--- src/rtl/alu_seq_if.sv ---
// Request/response bundle for alu_seq: operand request channel and registered result channel.
interface alu_seq_if #(
  parameter int unsigned WIDTH = 8
) ();
  logic             in_valid;
  logic             in_ready;
  logic [WIDTH-1:0] a;
  logic [WIDTH-1:0] b;
  logic [3:0]       opcode;
  logic             out_valid;
  logic             out_ready;
  logic [WIDTH-1:0] result;
  logic             flag_z;
  logic             flag_c;
  logic             flag_n;
  logic             flag_v;

  modport master (
    output in_valid, a, b, opcode, out_ready,
    input  in_ready, out_valid, result, flag_z, flag_c, flag_n, flag_v
  );

  modport slave (
    input  in_valid, a, b, opcode, out_ready,
    output in_ready, out_valid, result, flag_z, flag_c, flag_n, flag_v
  );
endinterface

--- src/rtl/alu_seq.sv ---
// Sequential ALU with registered result/flags and a stored carry for ADC/SBC.
// Define ALU_SEQ_MUL_EN to build the iterative shift-add multiplier (opcode 9).
module alu_seq #(
  parameter int unsigned WIDTH = 8
) (
  input logic       clk,
  input logic       rst,
  alu_seq_if.slave  bus
);

`ifdef ALU_SEQ_MUL_EN
  typedef enum logic [1:0] {StIdle, StBusy, StDone} state_e;
`else
  typedef enum logic [1:0] {StIdle, StDone} state_e;
`endif

  localparam logic [3:0] OpAdd = 4'd0;
  localparam logic [3:0] OpSub = 4'd1;
  localparam logic [3:0] OpAnd = 4'd2;
  localparam logic [3:0] OpOr  = 4'd3;
  localparam logic [3:0] OpEor = 4'd4;
  localparam logic [3:0] OpAdc = 4'd5;
  localparam logic [3:0] OpSbc = 4'd6;
  localparam logic [3:0] OpShl = 4'd7;
  localparam logic [3:0] OpShr = 4'd8;
`ifdef ALU_SEQ_MUL_EN
  localparam logic [3:0] OpMul = 4'd9;
`endif

  state_e           state_q, state_d;
  logic [WIDTH-1:0] result_q, result_d;
  logic             z_q, z_d, c_q, c_d, n_q, n_d, v_q, v_d;
  logic             cst_q, cst_d;

  logic             in_ready;
  logic             accept;
  logic [WIDTH-1:0] b_op;
  logic             cin;
  logic [WIDTH:0]   sum;
  logic [WIDTH-1:0] alu_res;
  logic             alu_c, alu_v;

`ifdef ALU_SEQ_MUL_EN
  logic [2*WIDTH-1:0] mcand_q, mcand_d;
  logic [WIDTH-1:0]   mplier_q, mplier_d;
  logic [2*WIDTH-1:0] acc_q, acc_d;
  logic [5:0]         cnt_q, cnt_d;
`endif

  // Shared adder: SUB/SBC add the inverted operand.
  always_comb begin
    b_op = ((bus.opcode == OpSub) || (bus.opcode == OpSbc)) ? ~bus.b : bus.b;
    cin  = 1'b0;
    if (bus.opcode == OpSub) begin
      cin = 1'b1;
    end else if ((bus.opcode == OpAdc) || (bus.opcode == OpSbc)) begin
      cin = cst_q;
    end
    sum = {1'b0, bus.a} + {1'b0, b_op} + {{WIDTH{1'b0}}, cin};

    alu_res = '0;
    alu_c   = 1'b0;
    alu_v   = 1'b0;
    case (bus.opcode)
      OpAdd, OpSub, OpAdc, OpSbc: begin
        alu_res = sum[WIDTH-1:0];
        alu_c   = sum[WIDTH];
        alu_v   = (bus.a[WIDTH-1] == b_op[WIDTH-1]) && (sum[WIDTH-1] != bus.a[WIDTH-1]);
      end
      OpAnd: alu_res = bus.a & bus.b;
      OpOr:  alu_res = bus.a | bus.b;
      OpEor: alu_res = bus.a ^ bus.b;
      OpShl: begin
        alu_res = {bus.a[WIDTH-2:0], 1'b0};
        alu_c   = bus.a[WIDTH-1];
      end
      OpShr: begin
        alu_res = {1'b0, bus.a[WIDTH-1:1]};
        alu_c   = bus.a[0];
      end
      default: begin
        alu_res = '0;
        alu_c   = 1'b0;
      end
    endcase
  end

  always_comb begin
    in_ready = !rst && ((state_q == StIdle) || ((state_q == StDone) && bus.out_ready));
    accept   = bus.in_valid && in_ready;

    state_d  = state_q;
    result_d = result_q;
    z_d      = z_q;
    c_d      = c_q;
    n_d      = n_q;
    v_d      = v_q;
    cst_d    = cst_q;
`ifdef ALU_SEQ_MUL_EN
    mcand_d  = mcand_q;
    mplier_d = mplier_q;
    acc_d    = acc_q;
    cnt_d    = cnt_q;
`endif

    if (accept) begin
`ifdef ALU_SEQ_MUL_EN
      if (bus.opcode == OpMul) begin
        state_d  = StBusy;
        mcand_d  = {{WIDTH{1'b0}}, bus.a};
        mplier_d = bus.b;
        acc_d    = '0;
        cnt_d    = '0;
      end else
`endif
      begin
        state_d  = StDone;
        result_d = alu_res;
        z_d      = ~|alu_res;
        c_d      = alu_c;
        n_d      = alu_res[WIDTH-1];
        v_d      = alu_v;
        cst_d    = alu_c;
      end
    end
`ifdef ALU_SEQ_MUL_EN
    else if (state_q == StBusy) begin
      // One multiplier bit per cycle; the full 2*WIDTH product feeds the carry flag.
      acc_d    = acc_q + (mplier_q[0] ? mcand_q : '0);
      mcand_d  = mcand_q << 1;
      mplier_d = mplier_q >> 1;
      cnt_d    = cnt_q + 6'd1;
      if (cnt_q == 6'(WIDTH - 1)) begin
        state_d  = StDone;
        result_d = acc_d[WIDTH-1:0];
        z_d      = ~|acc_d[WIDTH-1:0];
        c_d      = |acc_d[2*WIDTH-1:WIDTH];
        n_d      = acc_d[WIDTH-1];
        v_d      = 1'b0;
        cst_d    = |acc_d[2*WIDTH-1:WIDTH];
      end
    end
`endif
    else if ((state_q == StDone) && bus.out_ready) begin
      state_d = StIdle;
    end
  end

  always_ff @(posedge clk) begin
    if (rst) begin
      state_q  <= StIdle;
      result_q <= '0;
      z_q      <= 1'b0;
      c_q      <= 1'b0;
      n_q      <= 1'b0;
      v_q      <= 1'b0;
      cst_q    <= 1'b0;
`ifdef ALU_SEQ_MUL_EN
      mcand_q  <= '0;
      mplier_q <= '0;
      acc_q    <= '0;
      cnt_q    <= '0;
`endif
    end else begin
      state_q  <= state_d;
      result_q <= result_d;
      z_q      <= z_d;
      c_q      <= c_d;
      n_q      <= n_d;
      v_q      <= v_d;
      cst_q    <= cst_d;
`ifdef ALU_SEQ_MUL_EN
      mcand_q  <= mcand_d;
      mplier_q <= mplier_d;
      acc_q    <= acc_d;
      cnt_q    <= cnt_d;
`endif
    end
  end

  assign bus.in_ready  = in_ready;
  assign bus.out_valid = (state_q == StDone);
  assign bus.result    = result_q;
  assign bus.flag_z    = z_q;
  assign bus.flag_c    = c_q;
  assign bus.flag_n    = n_q;
  assign bus.flag_v    = v_q;

endmodule

--- src/flat_wrapper.sv ---
// flat-port wrapper written by rule: the top's interface ports become plain ports
module alu_seq_flat 
#(
  parameter int unsigned WIDTH = 8
)
  (clk, rst, bus_in_valid, bus_a, bus_b, bus_opcode, bus_out_ready, bus_in_ready, bus_out_valid, bus_result, bus_flag_z, bus_flag_c, bus_flag_n, bus_flag_v);
  alu_seq_if #(.WIDTH(WIDTH)) bus_i ();
  input logic clk;
  input logic rst;
  input wire logic [$bits(bus_i.in_valid)-1:0] bus_in_valid;
  input wire logic [$bits(bus_i.a)-1:0] bus_a;
  input wire logic [$bits(bus_i.b)-1:0] bus_b;
  input wire logic [$bits(bus_i.opcode)-1:0] bus_opcode;
  input wire logic [$bits(bus_i.out_ready)-1:0] bus_out_ready;
  output wire logic [$bits(bus_i.in_ready)-1:0] bus_in_ready;
  output wire logic [$bits(bus_i.out_valid)-1:0] bus_out_valid;
  output wire logic [$bits(bus_i.result)-1:0] bus_result;
  output wire logic [$bits(bus_i.flag_z)-1:0] bus_flag_z;
  output wire logic [$bits(bus_i.flag_c)-1:0] bus_flag_c;
  output wire logic [$bits(bus_i.flag_n)-1:0] bus_flag_n;
  output wire logic [$bits(bus_i.flag_v)-1:0] bus_flag_v;
  assign bus_i.in_valid = bus_in_valid;
  assign bus_i.a = bus_a;
  assign bus_i.b = bus_b;
  assign bus_i.opcode = bus_opcode;
  assign bus_i.out_ready = bus_out_ready;
  assign bus_in_ready = bus_i.in_ready;
  assign bus_out_valid = bus_i.out_valid;
  assign bus_result = bus_i.result;
  assign bus_flag_z = bus_i.flag_z;
  assign bus_flag_c = bus_i.flag_c;
  assign bus_flag_n = bus_i.flag_n;
  assign bus_flag_v = bus_i.flag_v;
  alu_seq #(.WIDTH(WIDTH)) u_core (.clk(clk), .rst(rst), .bus(bus_i));
endmodule
--- config.mk ---
export PLATFORM = sky130hd
export DESIGN_NAME = alu_seq_flat
export DESIGN_NICKNAME = d
export VERILOG_FILES = /design/src/rtl/alu_seq_if.sv /design/src/rtl/alu_seq.sv /design/src/flat_wrapper.sv
export SDC_FILE = /design/constraint.sdc
export NUM_CORES = 1
export LEC_CHECK = 0
export BUFFER_PORTS_ARGS = -buffer_cell sky130_fd_sc_hd__buf_4
export CAP_MARGIN = 0
export CORE_MARGIN = 5
export CORE_UTILIZATION = 58
export DETAILED_ROUTE_END_ITERATION = 10
export HOLD_SLACK_MARGIN = 0.08
export PLACE_DENSITY = 0.93
export SETUP_SLACK_MARGIN = 0.4
export SYNTH_ARGS = -nofsm -noshare
export SYNTH_HDL_FRONTEND = slang
export SYNTH_SLANG_ARGS = --single-unit
--- constraint.sdc ---
create_clock -name clk -period 5.4 [get_ports clk]
set_input_delay 0.81 -clock clk [delete_from_list [all_inputs] [get_ports clk]]
set_output_delay 0.81 -clock clk [all_outputs]
set_load 0.1 [all_outputs]
* After elaboration in Yosys (flattened, before gate mapping) *
Cells that the tools add are included.
Widths: inputs -> output; s select.

storage, ports and cells
  bits in registers = 13
  bits of input ports = 24
  output and inout port bits = 14

cells by class
  bitwise logic cells = 4
  equal/unequal tests = 10
  reduce and logical (&&, ||, !) cells = 14
  mux-type cells = 8
  add/subtract/negate cells = 2

operators with widths
  cell                number
  $pmux 8 s6          1
  $eq 4x3->1 const B  4
  $add 8x8->9         1
  $add 9x1->9         1
  $and 8x8->8         1
  $eq 4x2->1 const B  2
  $mux 8              1
  $not 8->8           1
  $or 8x8->8          1
  $reduce_or 8->1     1
  $xor 8x8->8         1
  $mux 1              5
  $eq 4x1->1 const B  1
  $eq 4x4->1 const B  1
  $logic_and 1x1->1   4
  $logic_not 4->1     1
  $reduce_or 4->1     1
  $logic_or 1x1->1    3
  $pmux 1 s3          1
  $logic_not 1->1     2
  $logic_not 2->1     1
  $reduce_bool 2->1   1
  $eq 1x1->1          1
  $ne 1x1->1          1

* Longest topological paths before layout *
Gate-level depths: netlist of run 1.

  depth in word-level cells = 8
  mapped depth = 13
  depth with buffers taken out = 13

* Worst setup path before layout of run 1 *
No wires, ideal clock.

  kind = in2reg
  start = in bus_opcode[2]
  end = reg u_core.z_q (netlist: u_core.bus.flag_z)
  slack = 1.613 ns
  stages = 13
  setup time = 0.084 ns
  arrival time = 3.703 ns
  cells stage by stage = buf_6 > buf_2 > or3_1 > a21oi_4 > xnor2_1 > fa_1 > fa_1 > a21o_1 > a21oi_1 > xnor2_1 > a221oi_1 > nand4_1 > o31ai_2

on the way
  cells in the longest elaborated chain, start to end = 8
  elaborated cells on any way between the ends = 20
  those cells by class = add/sub (2); eq/ne (8); mux (4); reduce/logical (6)

RTL lines
  what                                          line                                         source
  from (decl)                                   flat_wrapper.sv:13                           input wire logic [$bits(bus_i.opcode)-1:0] bus_opcode;
  $eq 4x1->1 (tied with other cells)            alu_seq.sv:52, alu_seq.sv:54, alu_seq.sv:64
  $logic_or 1x1->1, on equally long branches    alu_seq.sv:52, alu_seq.sv:56
  $mux 8 / $mux 1 (equally long branches)       alu_seq.sv:52, alu_seq.sv:56
  $add 8x8->9 / $mux 1 (equally long branches)  alu_seq.sv:59, alu_seq.sv:54
  $add 9x1->9                                   alu_seq.sv:59                                sum = {1'b0, bus.a} + {1'b0, b_op} + {{WIDTH{1'b0}}, cin};
  $pmux 8 s6 *                                  alu_seq.sv:64                                case (bus.opcode)
  $reduce_or 8->1 *                             alu_seq.sv:119                               z_d = ~|alu_res;
  $logic_not 1->1 *                             alu_seq.sv:119
  to (signal assigned)                          alu_seq.sv:167                               z_q <= z_d;
  to (decl)                                     alu_seq.sv:32                                logic z_q, z_d, c_q, c_d, n_q, n_d, v_q, v_d;

Every way passes the cells marked *; elsewhere a longest branch is shown, timed or not.
A chain may end at the register's enable or synchronous reset.

* Worst setup path in the final report of run 1 *
Ends and elaborated chain as after synthesis.

==> qor.yml, run 1 <==
outcome:
  status: "finished clean"
yosys:
  ys_seq_area_share_pct: 15.1
  syn_inst: 199
  yosys.area_share.simple_pct: 19.7
  synthFlopType: "dfxtp_1"
  synth-compound-area-share_pct: 24.9
  ys_ff_latch: 12
  synth.avg_cell_area_sq_um: 8.00
  synth-adder-area-share_pct: 20.6
  synth.distinct_cells: 52
  ys_warn_count: 0
  synth_mux_area_share_pct: 2.91
  syn_area_sq_um: 1590
  async_flop_share_pct: 0
  synth_nets: 248
  synth-xor-area-share_pct: 8.25
  synth_edf_count: 0
  synth_top_family_by_area: "compound AO/OA/AOI/OAI gates"
cts:
  ctsHoldBuffers: 0
  root_buffer: "clkbuf_4"
  cts_tree: "built"
  cts.sinks: 12
  cts_buffers: 3
  path_clk_slew_ns: 0.07
  cts_resized: 0
  cts.path.max_buffers: 2
  h-tree-depth: 1
  post_cts_buffers: 0
  worstSkewPairLatency_ns: 0.28
timing:
  relSlewSlack_pct: 59.9
  finalHoldWorstSlack_ns: 0.466
  rsz0062_at_grt: "false"
  finalSetupTns_ns: 0
  period_minus_slack_ns: 4.01
  worstMarginPinSlew_ns: 0.601
  drv_slew: 0
  hold_violations: 0
  clock-skew-final_ns: 0.00284
  fmax_ghz: 0.249
  fin_crit_sh_pct: 74.3
  finalSetupViolCount: 0
power_and_ir_drop:
  powerDensity_nw_per_um2: 203
  peakVddDrop_mv: 0.155
  leakage_nw: 0.886
global_route:
  grt_pass1_wl_mm: 6.69
  track_usage_pct: 20.4
  first_global_vias: 1488
  overflow: 0
  antenna_found_initial: 0
  grt_max_degree: 22
worst_setup_path:
  crit_chain: "buf_4, nor2b_1, nand2_1, a21oi_4, xnor2_1, fa_1, fa_1, a21o_1, a21oi_1, xnor2_1, a221oi_1, nand4_1, o31ai_2"
  path_max_fanout: 21
  critical_path_arrival_ns: 4.21
  cp_data_required_time_ns: 5.59
  critPathKind: "in -> reg"
  slowest_delay_ns: 0.44
  crit_path_end_kind: "flip-flop"
  startpoint_type: "input port"
  crit_path_top_delay_cell: "fa_1"
floorplanning:
  die_h_microns: 62.4
  dieArea_sq_um: 3890
  ios: 38
  die_w_microns: 62.4
  rows: 19
  initial_core_util_pct: 59.2
  coreArea_sq_um: 2690
hold_path:
  worstHoldPathType: "reg -> reg"
finish:
  drive_above_1_share_pct: 21.6
  mostFrequentLayoutCells: "buf_4 (38), ha_1 (23), inv_1 (21)"
  layout_commonest_cell: "buf_4"
  n_fill_cell: 248
  n_antenna_cell: 0
  fin_area_sq_um: 1900
  nets: 282
  syn_to_final_growth_pct: 19.3
flow_run:
  max-cap-violations: 0
detailed_routing:
  drtIter0Drc: 73
  wire_per_inst_microns: 14.9
  avgViaCountPerCell: 6.08
  detailedRoute.firstPassIterationCount: 4
  vias: 1598
  postRouteAntennaNets: 0
  wl_mm: 3.92
  post-route-drc-count: 0
placed_design:
  place_congestion: 0.888
  numPortBuffers: 37
  place_area_sq_um: 1860
  hpwl_mm: 3.20
per-layer routing:
layer	GRT usage [%]	routed length, microns
met1	24.4	1580
met3	4.14	365
met2	35.0	1900
met4	8.75	76
met5	0	0
where the power goes:
part           internal, W  switching (W)
registers        0.0000955     0.00000377
clock network    0.0000411      0.0000304
logic            0.0000756       0.000140
worst max-delay path, delay by kind of cell:
family                     cells  cell delay (ns)
adders and majority gates      2             0.86
buffers and inverters          1             0.20
AOI/OAI and AO/OA              5             1.40
and+or+nand+nor                3             0.69
xor gates and xnor gates       2             0.24
stage by stage:
step	utilization, %	instances	setup slack, ns	total power (W)
after global routing	70.7	263	1.18	0.000410
after CTS	70.7	263	1.43	0.000387
after global placement	69.4	259	1.33	0.000313
after detailed placement	69.4	259	1.15	0.000316
after floorplan	-	199	1.61	0.000263
final	70.7	263	1.39	0.000386
path summary, 6_finish.rpt:
| path | startpoint | end | slack (ns) | cells after the start |
|---|---|---|---|---|
| min reg2reg | u_core.bus.result[0] | u_core.bus.result[0] | 0.47 | 2 |
| max reg2reg | u_core.bus.flag_c | u_core.bus.flag_z | 2.76 | 10 |
| min | u_core.bus.result[0] | u_core.bus.result[0] | 0.47 | 2 |
| max | bus_opcode[2] | u_core.bus.flag_z | 1.39 | 13 |
cell families after synthesis:
| kind of cell | after synthesis |
|---|---|
| simple gates | 60 |
| compound gates | 52 |
| buf+inv | 31 |
| fa+ha+maj | 25 |
| xor+xnor | 15 |
| flops | 12 |
| mux | 4 |
flip-flops by register name, summed over array words and instances, names as in the netlist:
name and cells:
u_core.bus.result 7, u_core.state_q 1, u_core.bus.flag_v 1, u_core.bus.flag_c 1, u_core.bus.flag_z 1, u_core.bus.flag_n 1
synth_stat cells, types with 2 or more instances:
cell type	count	area, sq um
a222oi_1	2	20.0
ha_1	23	288
fa_1	2	40.0
a32oi_1	3	26.3
nand3_1	10	50.1
nand2_1	12	45.0
o21ai_0	9	45.0
and2_1	3	18.8
o22ai_1	2	12.5
mux2i_1	2	20.0
a21o_1	2	15.0
clkbuf_1	3	11.3
a211oi_1	3	22.5
a21oi_1	11	55.1
nor2b_1	7	43.8
nor2_1	13	48.8
dfxtp_1	12	240
and3_1	2	12.5
a221oi_1	2	17.5
a22o_1	2	17.5
a22oi_1	2	15.0
nand3b_1	4	30.0
a21boi_0	2	15.0
xnor2_1	14	123
buf_4	2	15.0
buf_2	3	15.0
inv_1	21	78.8
o221ai_1	2	17.5
cell type report:
class | count | area, sq um | area share, %
clock buffers | 4 | 36.3 | 1.91
inverters | 22 | 82.6 | 4.35
flip-flops and latches | 12 | 240 | 12.6
repair buffers | 38 | 285 | 15.0
multi-input cells | 156 | 1220 | 64.0
well taps | 31 | 38.8 | 2.04
(Power assumes the default switching activity.)
==> run 2: changes to the inputs <==
--- a/config.mk
+++ b/config.mk
@@ -8,10 +8,10 @@
 export BUFFER_PORTS_ARGS = -buffer_cell sky130_fd_sc_hd__buf_4
 export CAP_MARGIN = 0
 export CORE_MARGIN = 5
-export CORE_UTILIZATION = 58
+export CORE_UTILIZATION = 49
 export DETAILED_ROUTE_END_ITERATION = 10
 export HOLD_SLACK_MARGIN = 0.08
-export PLACE_DENSITY = 0.93
+export PLACE_DENSITY = 0.85
 export SETUP_SLACK_MARGIN = 0.4
 export SYNTH_ARGS = -nofsm -noshare
 export SYNTH_HDL_FRONTEND = slang
==> constraint.sdc (replaced) <==
create_clock -name clk -period 3.3 [get_ports clk]
set_input_delay 0.495 -clock clk [delete_from_list [all_inputs] [get_ports clk]]
set_output_delay 0.495 -clock clk [all_outputs]
set_load 0.1 [all_outputs]
==> qor.yml, run 2 (synthesis gave the netlist of run 1 again) <==
floorplanning:
  rows: 20
  initial_core_util_pct: 51.7
  ios: 38
  coreArea_sq_um: 3080
  die_h_microns: 67.0
  die_w_microns: 67.0
  dieArea_sq_um: 4490
timing:
  rsz0062_at_grt: "true"
  drv_slew: 0
  relSlewSlack_pct: 56.2
  finalSetupViolCount: 0
  clock-skew-final_ns: 0.00297
  fmax_ghz: 0.344
  worstMarginPinSlew_ns: 0.656
  fin_crit_sh_pct: 88.1
  worst_slack_ns: 0.394
  hold_violations: 0
  period_minus_slack_ns: 2.91
worst_setup_path:
  reg2reg_slack_ns: 0.94
  critPathKind: "in -> reg"
  critical_path_arrival_ns: 3.09
  worstRegToRegCells: 10
  reg2reg_from: "u_core.bus.flag_c"
  path_max_fanout: 2
  cp_data_required_time_ns: 3.49
  startpoint_type: "input port"
  crit_path_end_kind: "flip-flop"
  rr_endpoint: "u_core.bus.flag_z"
placed_design:
  numPortBuffers: 37
  pre_cts_slack_ns: -0.000159
  hpwl_mm: 3.44
  place_area_sq_um: 1970
  place_congestion: 0.890
  dp_cells: 280
global_route:
  grt_max_degree: 20
  grtUsageMet2_pct: 34.2
  track_usage_pct: 20.1
  globalRouteMet1Util_pct: 24.6
  busiest_layer: "met2"
  first_global_vias: 1533
  antenna_found_initial: 0
  grt_use_met3_pct: 2.53
  grt_pass1_wl_mm: 6.93
  overflow: 0
hold_path:
  hold_start: "rst"
  worstHoldPathType: "in -> reg"
  min_delay_worst_endpoint: "u_core.state_q[0]"
  hold_depth: 2
finish:
  layout_commonest_cell: "buf_4"
  layout.cells.non_filler: 289
  n_fill_cell: 269
  largest_reg_flops: 7
  mostFrequentLayoutCells: "buf_4 (48), ha_1 (23), inv_1 (20)"
  n_antenna_cell: 0
  drive_above_1_share_pct: 32.2
  nets: 296
  syn_to_final_growth_pct: 34.2
  fin_area_sq_um: 2140
flow_run:
  max-cap-violations: 0
power_and_ir_drop:
  peakVddDrop_mv: 0.121
  finalPower_w: 0.000659
  leakage_nw: 0.985
  powerDensity_nw_per_um2: 308
cts:
  cts_buffers: 3
  root_buffer: "clkbuf_4"
  worstSkewPairLatency_ns: 0.27
  cts_tree: "built"
  h-tree-depth: 1
  cts.sinks: 12
  path_clk_slew_ns: 0.06
  cts.path.max_buffers: 2
detailed_routing:
  post-route-drc-count: 0
  postRouteAntennaNets: 0
  vias: 1618
  avgViaCountPerCell: 5.60
  detailedRoute.firstPassIterationCount: 4
  wl_mm: 4.42
  drtIter0Drc: 71
  wire_per_inst_microns: 15.3
outcome:
  status: "finished clean"
-- run 2: cell count changes in the layout (fill, tap and decap cells not counted), sizes merged --
cell    previous run  this run
clkbuf             4         3
buf               38        52
-- run 2: how the worst max path moves through the flow --
stage	start	end	slack, ns	depth (start not counted)
2_1_floorplan	bus_opcode[2]	u_core.bus.flag_z	-0.03	13
6_report	bus_opcode[1]	u_core.bus.flag_z	0.39	12
5_1_grt	bus_opcode[0]	u_core.bus.flag_z	0.30	13
3_5_place_dp	bus_opcode[0]	u_core.bus.flag_z	-0.0002	13
4_1_cts	bus_opcode[0]	u_core.bus.flag_z	0.39	13
3_3_place_gp	bus_opcode[0]	u_core.bus.flag_z	0.08	13
-- run 2: routing by layer --
metal | vias to the layer above | share of wire, %
met5 | - | 0
met4 | 0 | 2.4
met3 | 9 | 7.9
met2 | 63 | 48
met1 | 742 | 41
li1 | 804 | -
-- run 2: per-stage QoR --
| step | util, % | setup TNS, ns | hold WS (ns) |
|---|---|---|---|
| after floorplan | - | -0.0251 | 0.567 |
| final | 69.4 | 0 | 0.424 |
| after detailed placement | 63.9 | -0.000159 | 0.458 |
| after CTS | 65.1 | 0 | 0.422 |
| after global routing | 69.4 | 0 | 0.427 |
| after global placement | 63.9 | 0 | 0.456 |
-- run 2: report_power, final --
group / total [W] / internal (W) / switching [W]
clock network: 0.0000847 / 0.0000422 / 0.0000425
registers: 0.000162 / 0.000156 / 0.00000606
logic: 0.000411 / 0.000159 / 0.000253
total: 0.000659 / 0.000357 / 0.000301
-- run 2: area by class of cell --
type,instances,area (sq um),area share [%]
inverter,22,82.6,3.87
tap,44,55.1,2.58
clock buffer,3,22.5,1.05
multi-input combinational,156,1330,62.1
sequential,12,240,11.2
timing repair buffer,52,409,19.2
-- run 2: critical path, cell delays in order --
cell and delay, ns:
buf_6 0.09, or3_4 0.40, a21oi_4 0.17, xnor2_2 0.09, fa_2 0.39, fa_2 0.36, a21o_1 0.21, a21oi_2 0.15
xnor2_1 0.08, a221oi_2 0.28, nand4_1 0.14, o31ai_2 0.22
-- run 2: timing repair --
item	4_1_cts	5_1_grt
hold buffers	0	0
pin swaps	4	10
setup endpoints to repair	3	7
resized for setup	3	16
setup buffers	0	6
==> run 3: changes to the inputs <==
--- a/config.mk
+++ b/config.mk
@@ -5,13 +5,13 @@
 export SDC_FILE = /design/constraint.sdc
 export NUM_CORES = 1
 export LEC_CHECK = 0
-export BUFFER_PORTS_ARGS = -buffer_cell sky130_fd_sc_hd__buf_4
 export CAP_MARGIN = 0
 export CORE_MARGIN = 5
-export CORE_UTILIZATION = 49
+export CORE_UTILIZATION = 58
 export DETAILED_ROUTE_END_ITERATION = 10
+export DONT_BUFFER_PORTS = 1
 export HOLD_SLACK_MARGIN = 0.08
-export PLACE_DENSITY = 0.85
+export PLACE_DENSITY = 0.84
 export SETUP_SLACK_MARGIN = 0.4
 export SYNTH_ARGS = -nofsm -noshare
 export SYNTH_HDL_FRONTEND = slang
==> qor.yml, run 3 (synthesis gave the netlist of run 1 again) <==
global_route:
  track_usage_pct: 19.5
  grt_max_degree: 22
  first_global_vias: 1513
  overflow: 0
  grt_pass1_wl_mm: 6.60
  busiest_layer: "met2"
  grtUsageMet2_pct: 33.2
  globalRouteMet1Util_pct: 22.5
  grt_use_met3_pct: 4.86
  antenna_found_initial: 0
timing:
  period_minus_slack_ns: 2.88
  drv_slew: 0
  finalSetupViolCount: 0
  worstMarginPinSlew_ns: 1.01
  fmax_ghz: 0.347
  finalHoldWorstSlack_ns: 0.288
  fin_crit_sh_pct: 87.3
  clock-skew-final_ns: 0.00223
  rsz0062_at_grt: "true"
  relSlewSlack_pct: 32.9
  hold_violations: 0
worst_setup_path:
  critical_path_arrival_ns: 3.08
  startpoint_type: "input port"
  slowest_delay_ns: 0.42
  cp_data_required_time_ns: 3.49
  crit_path_top_delay_cell: "a222oi_1"
  cp_common_cell: "xnor2_1"
  crit_path_end_kind: "flip-flop"
  crit_start: "bus_opcode[0]"
  path_max_fanout: 16
  crit_chain: "inv_1, or3_4, a21oi_4, buf_4, xnor2_1, ha_1, a211oi_1, o31a_1, xnor2_1, a222oi_1, nand2_1, o31ai_2"
  reg2reg_from: "u_core.bus.flag_c"
  critPathKind: "in -> reg"
detailed_routing:
  vias: 1506
  post-route-drc-count: 0
  drtIter0Drc: 82
  wire_per_inst_microns: 17.1
  detailedRoute.firstPassIterationCount: 7
  wl_mm: 3.94
  postRouteAntennaNets: 0
  avgViaCountPerCell: 6.52
finish:
  nets: 251
  fin_util_pct: 63.5
  drive_above_1_share_pct: 15.0
  n_antenna_cell: 0
  syn_to_final_growth_pct: 7.15
  layout.cells.non_filler: 231
  register_area_sq_um: 241
  multiInputGateArea_sq_um: 1270
  layout_commonest_cell: "ha_1"
  largest_reg_flops: 7
  mostFrequentLayoutCells: "ha_1 (23), inv_1 (21), xnor2_1 (13)"
  n_fill_cell: 233
floorplanning:
  die_w_microns: 62.4
  initial_core_util_pct: 59.2
  rows: 19
  ios: 38
  dieArea_sq_um: 3890
  coreArea_sq_um: 2690
  die_h_microns: 62.4
outcome:
  status: "finished clean"
cts:
  path_clk_slew_ns: 0.07
  cts_buffers: 3
  cts.sinks: 12
  worstSkewPairLatency_ns: 0.27
  root_buffer: "clkbuf_4"
  cts.path.max_buffers: 2
  ctsHoldBuffers: 0
  cts_tree: "built"
  h-tree-depth: 1
power_and_ir_drop:
  peakVddDrop_mv: 0.290
  powerDensity_nw_per_um2: 332
  finalPower_w: 0.000566
  leakage_nw: 0.740
hold_path:
  worstHoldPathType: "in -> reg"
  hold_start: "rst"
placed_design:
  numPortBuffers: 0
  dp_cells: 226
  hpwl_mm: 3.12
  place_congestion: 0.892
flow_run:
  max-cap-violations: 0
run 3: critical path: cells and delay by family:
family / cells / cell delay (ns)
xor+xnor: 2 / 0.25
buf+inv: 2 / 0.19
fa+ha+maj: 1 / 0.29
simple gates: 2 / 0.50
compound gates: 5 / 1.35
run 3: area by class of cell:
| class | instances | share of cell area (%) |
|---|---|---|
| multi-input combinational | 156 | 74.3 |
| sequential | 12 | 14.2 |
| inverter | 22 | 4.84 |
| timing repair buffer | 7 | 3.08 |
| tap | 31 | 2.27 |
| clock buffer | 3 | 1.32 |
run 3: where the power goes:
group,switching [W],internal [W],total [W],leakage (nW)
Combinational,0.000132,0.000104,0.000236,0.628
Clock,0.0000455,0.0000423,0.0000878,0.0138
Sequential,0.0000851,0.000156,0.000241,0.0987
run 3: metrics by stage:
| step | setup slack [ns] | TNS [ns] | instance area (sq um) |
|---|---|---|---|
| global placement | 0.146 | 0 | 1650 |
| global route | 0.264 | 0 | 1710 |
| detailed placement | 0.0376 | 0 | 1650 |
| CTS | 0.406 | 0 | 1680 |
| floorplan | -0.0251 | -0.0251 | 1630 |
| finish | 0.418 | 0 | 1710 |
run 3: repair_timing:
action                                  in CTS  in global routing
buffers inserted                             0                  2
endpoints found under the setup margin       2                  5
pin swaps                                    0                  4
resized for setup                            3                  2
hold endpoints to repair                     0                  0
run 3: worst paths after layout:
check / endpoint / slack [ns] / cells past startpoint
setup reg to reg: u_core.bus.flag_z / 0.96 / 10
hold / removal: u_core.state_q[0] / 0.29 / 1
hold reg to reg: u_core.state_q[0] / 0.63 / 3
setup / recovery: u_core.bus.flag_z / 0.42 / 12
run 3: routing by layer:
metal  up-vias  wire length [microns]
met1       705                   1580
met4         0                    110
met3        19                    314
met2        66                   1930
li1        716                      -
met5         -                      0
